**src/rtl/wb_port_arbiter_pkg.sv**
```systemverilog
// ============================================================================
// wb_port_arbiter_pkg : shared widths, constants and types for the
//                       write-back port arbiter
// Revision: 1.0
// ============================================================================
`default_nettype none

package wb_port_arbiter_pkg;

  localparam int WB_DATA_W = 32;
  localparam int WB_ADDR_W = 5;

  // Architectural $0: writes are discarded, reads never forward.
  localparam int unsigned REG_ZERO = 0;

  typedef struct packed {
    logic                 valid;
    logic [WB_ADDR_W-1:0] addr;
    logic [WB_DATA_W-1:0] data;
  } wb_entry;

  typedef enum logic [0:0] {
    ARB_IDLE  = 1'b0,
    ARB_DRAIN = 1'b1
  } arb_state_t;

endpackage

`default_nettype wire

```
**src/rtl/wb_port_arbiter_if.sv**
```systemverilog
// ============================================================================
// wb_port_arbiter_if : MEM/WR lanes, regfile write port, stall and ID-stage
//                      forwarding ports
// Revision: 1.0
// ============================================================================
`default_nettype none

interface wb_port_arbiter_if #(
  parameter int DATA_W = 32,
  parameter int ADDR_W = 5
);

  logic              l0_wr;
  logic [ADDR_W-1:0] l0_addr;
  logic [DATA_W-1:0] l0_data;
  logic              l1_wr;
  logic [ADDR_W-1:0] l1_addr;
  logic [DATA_W-1:0] l1_data;

  logic              rf_we;
  logic [ADDR_W-1:0] rf_waddr;
  logic [DATA_W-1:0] rf_wdata;
  logic              stall;

  logic [ADDR_W-1:0] rd0_addr;
  logic              rd0_hit;
  logic [DATA_W-1:0] rd0_data;
  logic [ADDR_W-1:0] rd1_addr;
  logic              rd1_hit;
  logic [DATA_W-1:0] rd1_data;

  // Pipeline side: drives lanes and read addresses.
  modport master (
    output l0_wr, l0_addr, l0_data, l1_wr, l1_addr, l1_data,
    output rd0_addr, rd1_addr,
    input  rf_we, rf_waddr, rf_wdata, stall,
    input  rd0_hit, rd0_data, rd1_hit, rd1_data
  );

  // Arbiter side.
  modport slave (
    input  l0_wr, l0_addr, l0_data, l1_wr, l1_addr, l1_data,
    input  rd0_addr, rd1_addr,
    output rf_we, rf_waddr, rf_wdata, stall,
    output rd0_hit, rd0_data, rd1_hit, rd1_data
  );

endinterface

`default_nettype wire

```
**src/rtl/wb_port_arbiter_fwd_mux.sv**
```systemverilog
// ============================================================================
// wb_fwd_mux : one ID read port's match and priority select over the two
//              pending write sources (hold entry, then rf register)
// Revision: 1.0
// ============================================================================
`default_nettype none

module wb_fwd_mux
  import wb_port_arbiter_pkg::*;
#(
  parameter int DATA_W = WB_DATA_W,
  parameter int ADDR_W = WB_ADDR_W
) (
  input  logic [ADDR_W-1:0] rd_addr,
  input  logic              hold_valid,
  input  logic [ADDR_W-1:0] hold_addr,
  input  logic [DATA_W-1:0] hold_data,
  input  logic              rf_we,
  input  logic [ADDR_W-1:0] rf_waddr,
  input  logic [DATA_W-1:0] rf_wdata,
  output logic              hit,
  output logic [DATA_W-1:0] data
);

  always_comb begin
    hit  = 1'b0;
    data = '0;
    if (rd_addr != ADDR_W'(REG_ZERO)) begin
      // Hold entry is younger than the rf register, so it wins.
      if (hold_valid && (hold_addr == rd_addr)) begin
        hit  = 1'b1;
        data = hold_data;
      end else if (rf_we && (rf_waddr == rd_addr)) begin
        hit  = 1'b1;
        data = rf_wdata;
      end
    end
  end

endmodule

`default_nettype wire

```
**src/rtl/wb_port_arbiter.sv**
```systemverilog
// ============================================================================
// wb_port_arbiter : serialises dual MEM/WR writes onto one regfile write port
//                   and forwards pending writes to the ID read ports
// Revision: 1.0
// ============================================================================
`default_nettype none

module wb_port_arbiter
  import wb_port_arbiter_pkg::*;
#(
  parameter int DATA_W = WB_DATA_W,
  parameter int ADDR_W = WB_ADDR_W,
  parameter int CNT_W  = 16
) (
  input  logic                clk,
  input  logic                rst_n,
  wb_port_arbiter_if.slave    bus,
  output logic [CNT_W-1:0]    conflict_cnt,
  output logic                proto_err
);

  arb_state_t        state;
  logic [ADDR_W-1:0] hold_addr;
  logic [DATA_W-1:0] hold_data;
  logic              rf_we;
  logic [ADDR_W-1:0] rf_waddr;
  logic [DATA_W-1:0] rf_wdata;
  logic [CNT_W-1:0]  cnt;
  logic              perr;

  logic hold_valid;
  logic l0_v;
  logic l1_v;
  logic dual_conflict;

  assign hold_valid    = (state == ARB_DRAIN);
  assign l0_v          = bus.l0_wr && (bus.l0_addr != ADDR_W'(REG_ZERO));
  assign l1_v          = bus.l1_wr && (bus.l1_addr != ADDR_W'(REG_ZERO));
  // Only IDLE can see a conflict, so a stall is never followed by another.
  assign dual_conflict = !hold_valid && l0_v && l1_v && (bus.l0_addr != bus.l1_addr);

  always_ff @(posedge clk or negedge rst_n) begin
    if (!rst_n) begin
      state     <= ARB_IDLE;
      hold_addr <= '0;
      hold_data <= '0;
      rf_we     <= 1'b0;
      rf_waddr  <= '0;
      rf_wdata  <= '0;
      cnt       <= '0;
      perr      <= 1'b0;
    end else begin
      case (state)
        ARB_IDLE: begin
          if (dual_conflict) begin
            rf_we     <= 1'b1;
            rf_waddr  <= bus.l0_addr;
            rf_wdata  <= bus.l0_data;
            hold_addr <= bus.l1_addr;
            hold_data <= bus.l1_data;
            state     <= ARB_DRAIN;
            if (cnt != {CNT_W{1'b1}}) begin
              cnt <= cnt + CNT_W'(1);
            end
          end else if (l1_v) begin
            // Lane 1 alone, or a WAW pair where the younger lane survives.
            rf_we    <= 1'b1;
            rf_waddr <= bus.l1_addr;
            rf_wdata <= bus.l1_data;
          end else if (l0_v) begin
            rf_we    <= 1'b1;
            rf_waddr <= bus.l0_addr;
            rf_wdata <= bus.l0_data;
          end else begin
            rf_we <= 1'b0;
          end
        end
        ARB_DRAIN: begin
          rf_we    <= 1'b1;
          rf_waddr <= hold_addr;
          rf_wdata <= hold_data;
          state    <= ARB_IDLE;
          if (l0_v || l1_v) begin
            perr <= 1'b1;
          end
        end
        default: begin
          state <= ARB_IDLE;
          rf_we <= 1'b0;
        end
      endcase
    end
  end

  assign bus.rf_we     = rf_we;
  assign bus.rf_waddr  = rf_waddr;
  assign bus.rf_wdata  = rf_wdata;
  assign bus.stall     = dual_conflict;
  assign conflict_cnt  = cnt;
  assign proto_err     = perr;

  wb_fwd_mux #(
    .DATA_W (DATA_W),
    .ADDR_W (ADDR_W)
  ) u_fwd_rd0 (
    .rd_addr    (bus.rd0_addr),
    .hold_valid (hold_valid),
    .hold_addr  (hold_addr),
    .hold_data  (hold_data),
    .rf_we      (rf_we),
    .rf_waddr   (rf_waddr),
    .rf_wdata   (rf_wdata),
    .hit        (bus.rd0_hit),
    .data       (bus.rd0_data)
  );

  wb_fwd_mux #(
    .DATA_W (DATA_W),
    .ADDR_W (ADDR_W)
  ) u_fwd_rd1 (
    .rd_addr    (bus.rd1_addr),
    .hold_valid (hold_valid),
    .hold_addr  (hold_addr),
    .hold_data  (hold_data),
    .rf_we      (rf_we),
    .rf_waddr   (rf_waddr),
    .rf_wdata   (rf_wdata),
    .hit        (bus.rd1_hit),
    .data       (bus.rd1_data)
  );

endmodule

`default_nettype wire

```
**src/flat_wrapper.sv**
```systemverilog
// flat-port wrapper written by rule: the top's interface ports become plain ports
module wb_port_arbiter_flat import wb_port_arbiter_pkg::*;
#(
  parameter int DATA_W = WB_DATA_W,
  parameter int ADDR_W = WB_ADDR_W,
  parameter int CNT_W  = 16
)
  (clk, rst_n, conflict_cnt, proto_err, bus_l0_wr, bus_l0_addr, bus_l0_data, bus_l1_wr, bus_l1_addr, bus_l1_data, bus_rd0_addr, bus_rd1_addr, bus_rf_we, bus_rf_waddr, bus_rf_wdata, bus_stall, bus_rd0_hit, bus_rd0_data, bus_rd1_hit, bus_rd1_data);
  wb_port_arbiter_if #(.DATA_W(DATA_W), .ADDR_W(ADDR_W)) bus_i ();
  input  logic clk;
  input  logic rst_n;
  output logic [CNT_W-1:0] conflict_cnt;
  output logic proto_err;
  input wire logic [$bits(bus_i.l0_wr)-1:0] bus_l0_wr;
  input wire logic [$bits(bus_i.l0_addr)-1:0] bus_l0_addr;
  input wire logic [$bits(bus_i.l0_data)-1:0] bus_l0_data;
  input wire logic [$bits(bus_i.l1_wr)-1:0] bus_l1_wr;
  input wire logic [$bits(bus_i.l1_addr)-1:0] bus_l1_addr;
  input wire logic [$bits(bus_i.l1_data)-1:0] bus_l1_data;
  input wire logic [$bits(bus_i.rd0_addr)-1:0] bus_rd0_addr;
  input wire logic [$bits(bus_i.rd1_addr)-1:0] bus_rd1_addr;
  output wire logic [$bits(bus_i.rf_we)-1:0] bus_rf_we;
  output wire logic [$bits(bus_i.rf_waddr)-1:0] bus_rf_waddr;
  output wire logic [$bits(bus_i.rf_wdata)-1:0] bus_rf_wdata;
  output wire logic [$bits(bus_i.stall)-1:0] bus_stall;
  output wire logic [$bits(bus_i.rd0_hit)-1:0] bus_rd0_hit;
  output wire logic [$bits(bus_i.rd0_data)-1:0] bus_rd0_data;
  output wire logic [$bits(bus_i.rd1_hit)-1:0] bus_rd1_hit;
  output wire logic [$bits(bus_i.rd1_data)-1:0] bus_rd1_data;
  assign bus_i.l0_wr = bus_l0_wr;
  assign bus_i.l0_addr = bus_l0_addr;
  assign bus_i.l0_data = bus_l0_data;
  assign bus_i.l1_wr = bus_l1_wr;
  assign bus_i.l1_addr = bus_l1_addr;
  assign bus_i.l1_data = bus_l1_data;
  assign bus_i.rd0_addr = bus_rd0_addr;
  assign bus_i.rd1_addr = bus_rd1_addr;
  assign bus_rf_we = bus_i.rf_we;
  assign bus_rf_waddr = bus_i.rf_waddr;
  assign bus_rf_wdata = bus_i.rf_wdata;
  assign bus_stall = bus_i.stall;
  assign bus_rd0_hit = bus_i.rd0_hit;
  assign bus_rd0_data = bus_i.rd0_data;
  assign bus_rd1_hit = bus_i.rd1_hit;
  assign bus_rd1_data = bus_i.rd1_data;
  wb_port_arbiter #(.DATA_W(DATA_W), .ADDR_W(ADDR_W), .CNT_W(CNT_W)) u_core (.clk(clk), .rst_n(rst_n), .bus(bus_i), .conflict_cnt(conflict_cnt), .proto_err(proto_err));
endmodule
```
**config.mk**
```make
export PLATFORM = sky130hd
export DESIGN_NAME = wb_port_arbiter_flat
export DESIGN_NICKNAME = d
export VERILOG_FILES = /design/src/rtl/wb_port_arbiter_pkg.sv /design/src/rtl/wb_port_arbiter_if.sv /design/src/rtl/wb_port_arbiter_fwd_mux.sv /design/src/rtl/wb_port_arbiter.sv /design/src/flat_wrapper.sv
export SDC_FILE = /design/constraint.sdc
export NUM_CORES = 1
export LEC_CHECK = 0
export ABC_CLOCK_PERIOD_IN_PS = 4400
export BUFFER_PORTS_ARGS = -buffer_cell sky130_fd_sc_hd__buf_2
export CORE_MARGIN = 2
export CORE_UTILIZATION = 38
export DETAILED_ROUTE_END_ITERATION = 12
export SYNTH_ARGS = -nofsm -noshare
export SYNTH_HDL_FRONTEND = slang
export SYNTH_HIERARCHICAL = 1
export SYNTH_SLANG_ARGS = --single-unit
```
**constraint.sdc**
```tcl
create_clock -name clk -period 4.4 [get_ports clk]
set_clock_uncertainty 0.15 [all_clocks]
set_input_delay 0.44 -clock clk [delete_from_list [all_inputs] [get_ports clk]]
set_output_delay 0.44 -clock clk [all_outputs]
set_load 0.05 [all_outputs]
```
==> metrics <==
status completed; cell taking the most area after synthesis dfrtp_1; CP startpoint kind flop; Fillers 1,800; CTS sink count 93; Final setup viols 0; share of post-route cells with drive strength above 1 0.3839; sequential area share after synthesis 0.3279; Peak VDD IR 412.0 µV; Synth Register Bits 93; Slew @ Worst Pin 1.066 ns; placed instance count 1,156; Rows 49; largest net degree at the start of global routing 64; Clock Tree Buf Depth 2; initial antenna violation count 1; CP cell instances xnor2_1 > and4_1 > buf_4 > nand3_1 > a211oi_1 > buf_2; total die area 19,790 µm²; Netlist Area Pre-Place 7098 µm²; Initial Util 0.3911; fmax 296.8 MHz; CTS tree yes; Net Count, Synth 868; Max stage delay on crit path 0.73 ns; Worst R2R Start u_core/hold_valid; final hold vios 0; crit path DAT 2.78 ns; Post-synth ARST share 1.000; Slew Limit Fails 0; Worst Setup SP u_core/hold_addr[1]; CTS root buf clkbuf_16; max-cap viol count 0; HP Class primary input to asynchronous set/reset pin; TNS Setup 0 ns; synth top area cells dfrtp_1, a211oi_2, mux2_2; post-cts hold buffer count 0; vias per cell 5.853; synth cell count leaders dfrtp_1, a21oi_1, nand3_1; Die Ht 140.7 µm; most frequent cell after synthesis dfrtp_1; WS Path Type flop to primary output; post-synth top area share 0.3279; r2r endpoint u_core/conflict_cnt[12]; CP Data Required Time 3.81 ns; CP Capture Type primary output; P_leak 3.557 nW; drt first pass iters 5; R2R depth 6; post-cts sizing count 0; CP max-delay cell and4_1; number of enable flip-flop cells after synthesis 0; Total GRT Usage 0.2414; residual DRC count 0; Clock Latency Late Sink 0.35 ns; Avg WL per Cell 20.74 µm; Yosys warnings 6; RSZ-0062 raised after global routing false; Core Area 18,150 µm²; dpl hpwl 15,930 µm; Worst slew margin 0.2867; final period utilization 0.7657; total power 0.003304 W; FF-to-FF setup slack 1.93 ns; Chip Width 140.7 µm; CTS clk-pin slew, worst paths 0.07 ns; ys flop type dfrtp_1; H-tree Lvls 3; Starting DRT DRC Count 513; Cell variety after synth 51; DRT antenna net count 0; nets@finish 1,027; CTS buffer count 9; CP endpoint bus_rd0_data[31]; # port buffers 209; setup repair bufs after CTS 0; cell count after synthesis 779; final wirelength 24,330 µm; Via Count 6,865; syn_area_per_cell 9.112 µm²; Area Growth Syn to Fin 18.77%; Final Non-Filler Cells 1,173; Overflow after GRT 0; vias in the first global route 6,728; RD Place Congestion 0.8015; CP Max Fanout 17; global-route wire length before repair 38,030 µm; I/O pin cnt 210; fin crit period 3.369 ns; Cell Pwr Density 391.9 nW/µm²
## how the worst min path moves through the flow
stage | slack [ns] | startpoint | cells past startpoint | endpoint
6_report | 0.02 | rst_n | 1 | u_core/bus.rf_wdata[6]
5_1_grt | 0.09 | rst_n | 1 | u_core/bus.rf_wdata[6]
4_1_cts | 0.08 | rst_n | 1 | u_core/bus.rf_wdata[6]
3_5_place_dp | 0.30 | u_core/proto_err | 1 | u_core/proto_err
3_3_place_gp | 0.30 | u_core/proto_err | 1 | u_core/proto_err
2_1_floorplan | -0.006 | rst_n | 0 | u_core/bus.rf_waddr[0]
## cells in the final DEF, fill, tap and decap left out, drive strengths merged, types with 3 or more instances in the layout
cell / count
o221ai: 4
clkbuf: 12
a211oi: 66
nor3: 37
dfrtp: 93
and3: 4
and4: 3
xor2: 4
o22ai: 32
a21oi: 73
a211o: 32
buf: 227
nand4: 9
or4: 4
xnor2: 32
nand3: 72
mux2: 40
nand2: 26
inv: 32
bufinv: 3
o21ai: 72
nor2: 10
nor2b: 36
## flip-flops by register name, summed over array words and instances (netlist names)
register and flops:
u_core/bus.rf_we 1, u_core/proto_err 1, u_core/hold_addr 5, u_core/hold_valid 1
u_core/hold_data 32, u_core/bus.rf_waddr 5, u_core/conflict_cnt 16, u_core/bus.rf_wdata 32
## power breakdown
| part | internal [W] | leakage (nW) | switching [W] |
|---|---|---|---|
| Sequential | 0.00101 | 1.11 | 0.000199 |
| Clock | 0.000571 | 0.167 | 0.000340 |
| Combinational | 0.000365 | 2.28 | 0.000822 |
| Total | 0.00194 | 3.56 | 0.00136 |
## worst max-delay path: cells and delay by family, from the launching register on
| kind | cells | cell delay [ns] |
|---|---|---|
| xor gates and xnor gates | 1 | 0.26 |
| and+or+nand+nor | 2 | 0.84 |
| AOI/OAI and AO/OA | 1 | 0.21 |
| buffers and inverters | 2 | 0.66 |
| DFF | 1 | 0.45 |
## routing by layer
| layer | vias to the layer above | track usage | wire, µm |
|---|---|---|---|
| met3 | 25 | 0.06827 | 2186 |
| met5 | - | 0 | 0 |
| li1 | 3208 | - | - |
| met4 | 0 | 0.06684 | 316 |
| met1 | 3317 | 0.3147 | 10470 |
| met2 | 315 | 0.3941 | 11360 |
## area by class of cell
class                           count  area [µm²]  share of cell area
Antenna cell                        1       2.502           0.0002968
Clock buffer                       12       246.5             0.02924
Clock inverter                      4       95.09             0.01128
Inverter                           32       120.1             0.01425
Multi-Input combinational cell    575        4153              0.4926
Sequential cell                    93        2331              0.2765
Tap cell                          229       286.5             0.03399
Timing Repair Buffer              227        1196              0.1419
## cell families (layout without fill, tap and decap cells)
group,count (synthesis),after routing,share of synthesized area
buf+inv,111,275,0.09008
mux,40,40,0.06346
xor+xnor,36,36,0.04654
simple gates,207,207,0.1627
fa+ha+maj,1,1,0.001762
other cells,0,1,0
compound gates,291,291,0.3076
flops,93,93,0.3279
## stage by stage
step	setup slack (ns)	hold WS (ns)	util	cell area, µm²
2_1_floorplan	1.425	-0.005591	-	7098
3_3_place_gp	1.358	0.3011	0.4456	8087
3_5_place_dp	1.332	0.3019	0.4456	8087
4_1_cts	1.053	0.07809	0.4644	8428
5_1_grt	0.9113	0.09161	0.4646	8431
6_report	1.031	0.02441	0.4646	8431
Power figures use the tool's default switching activity.
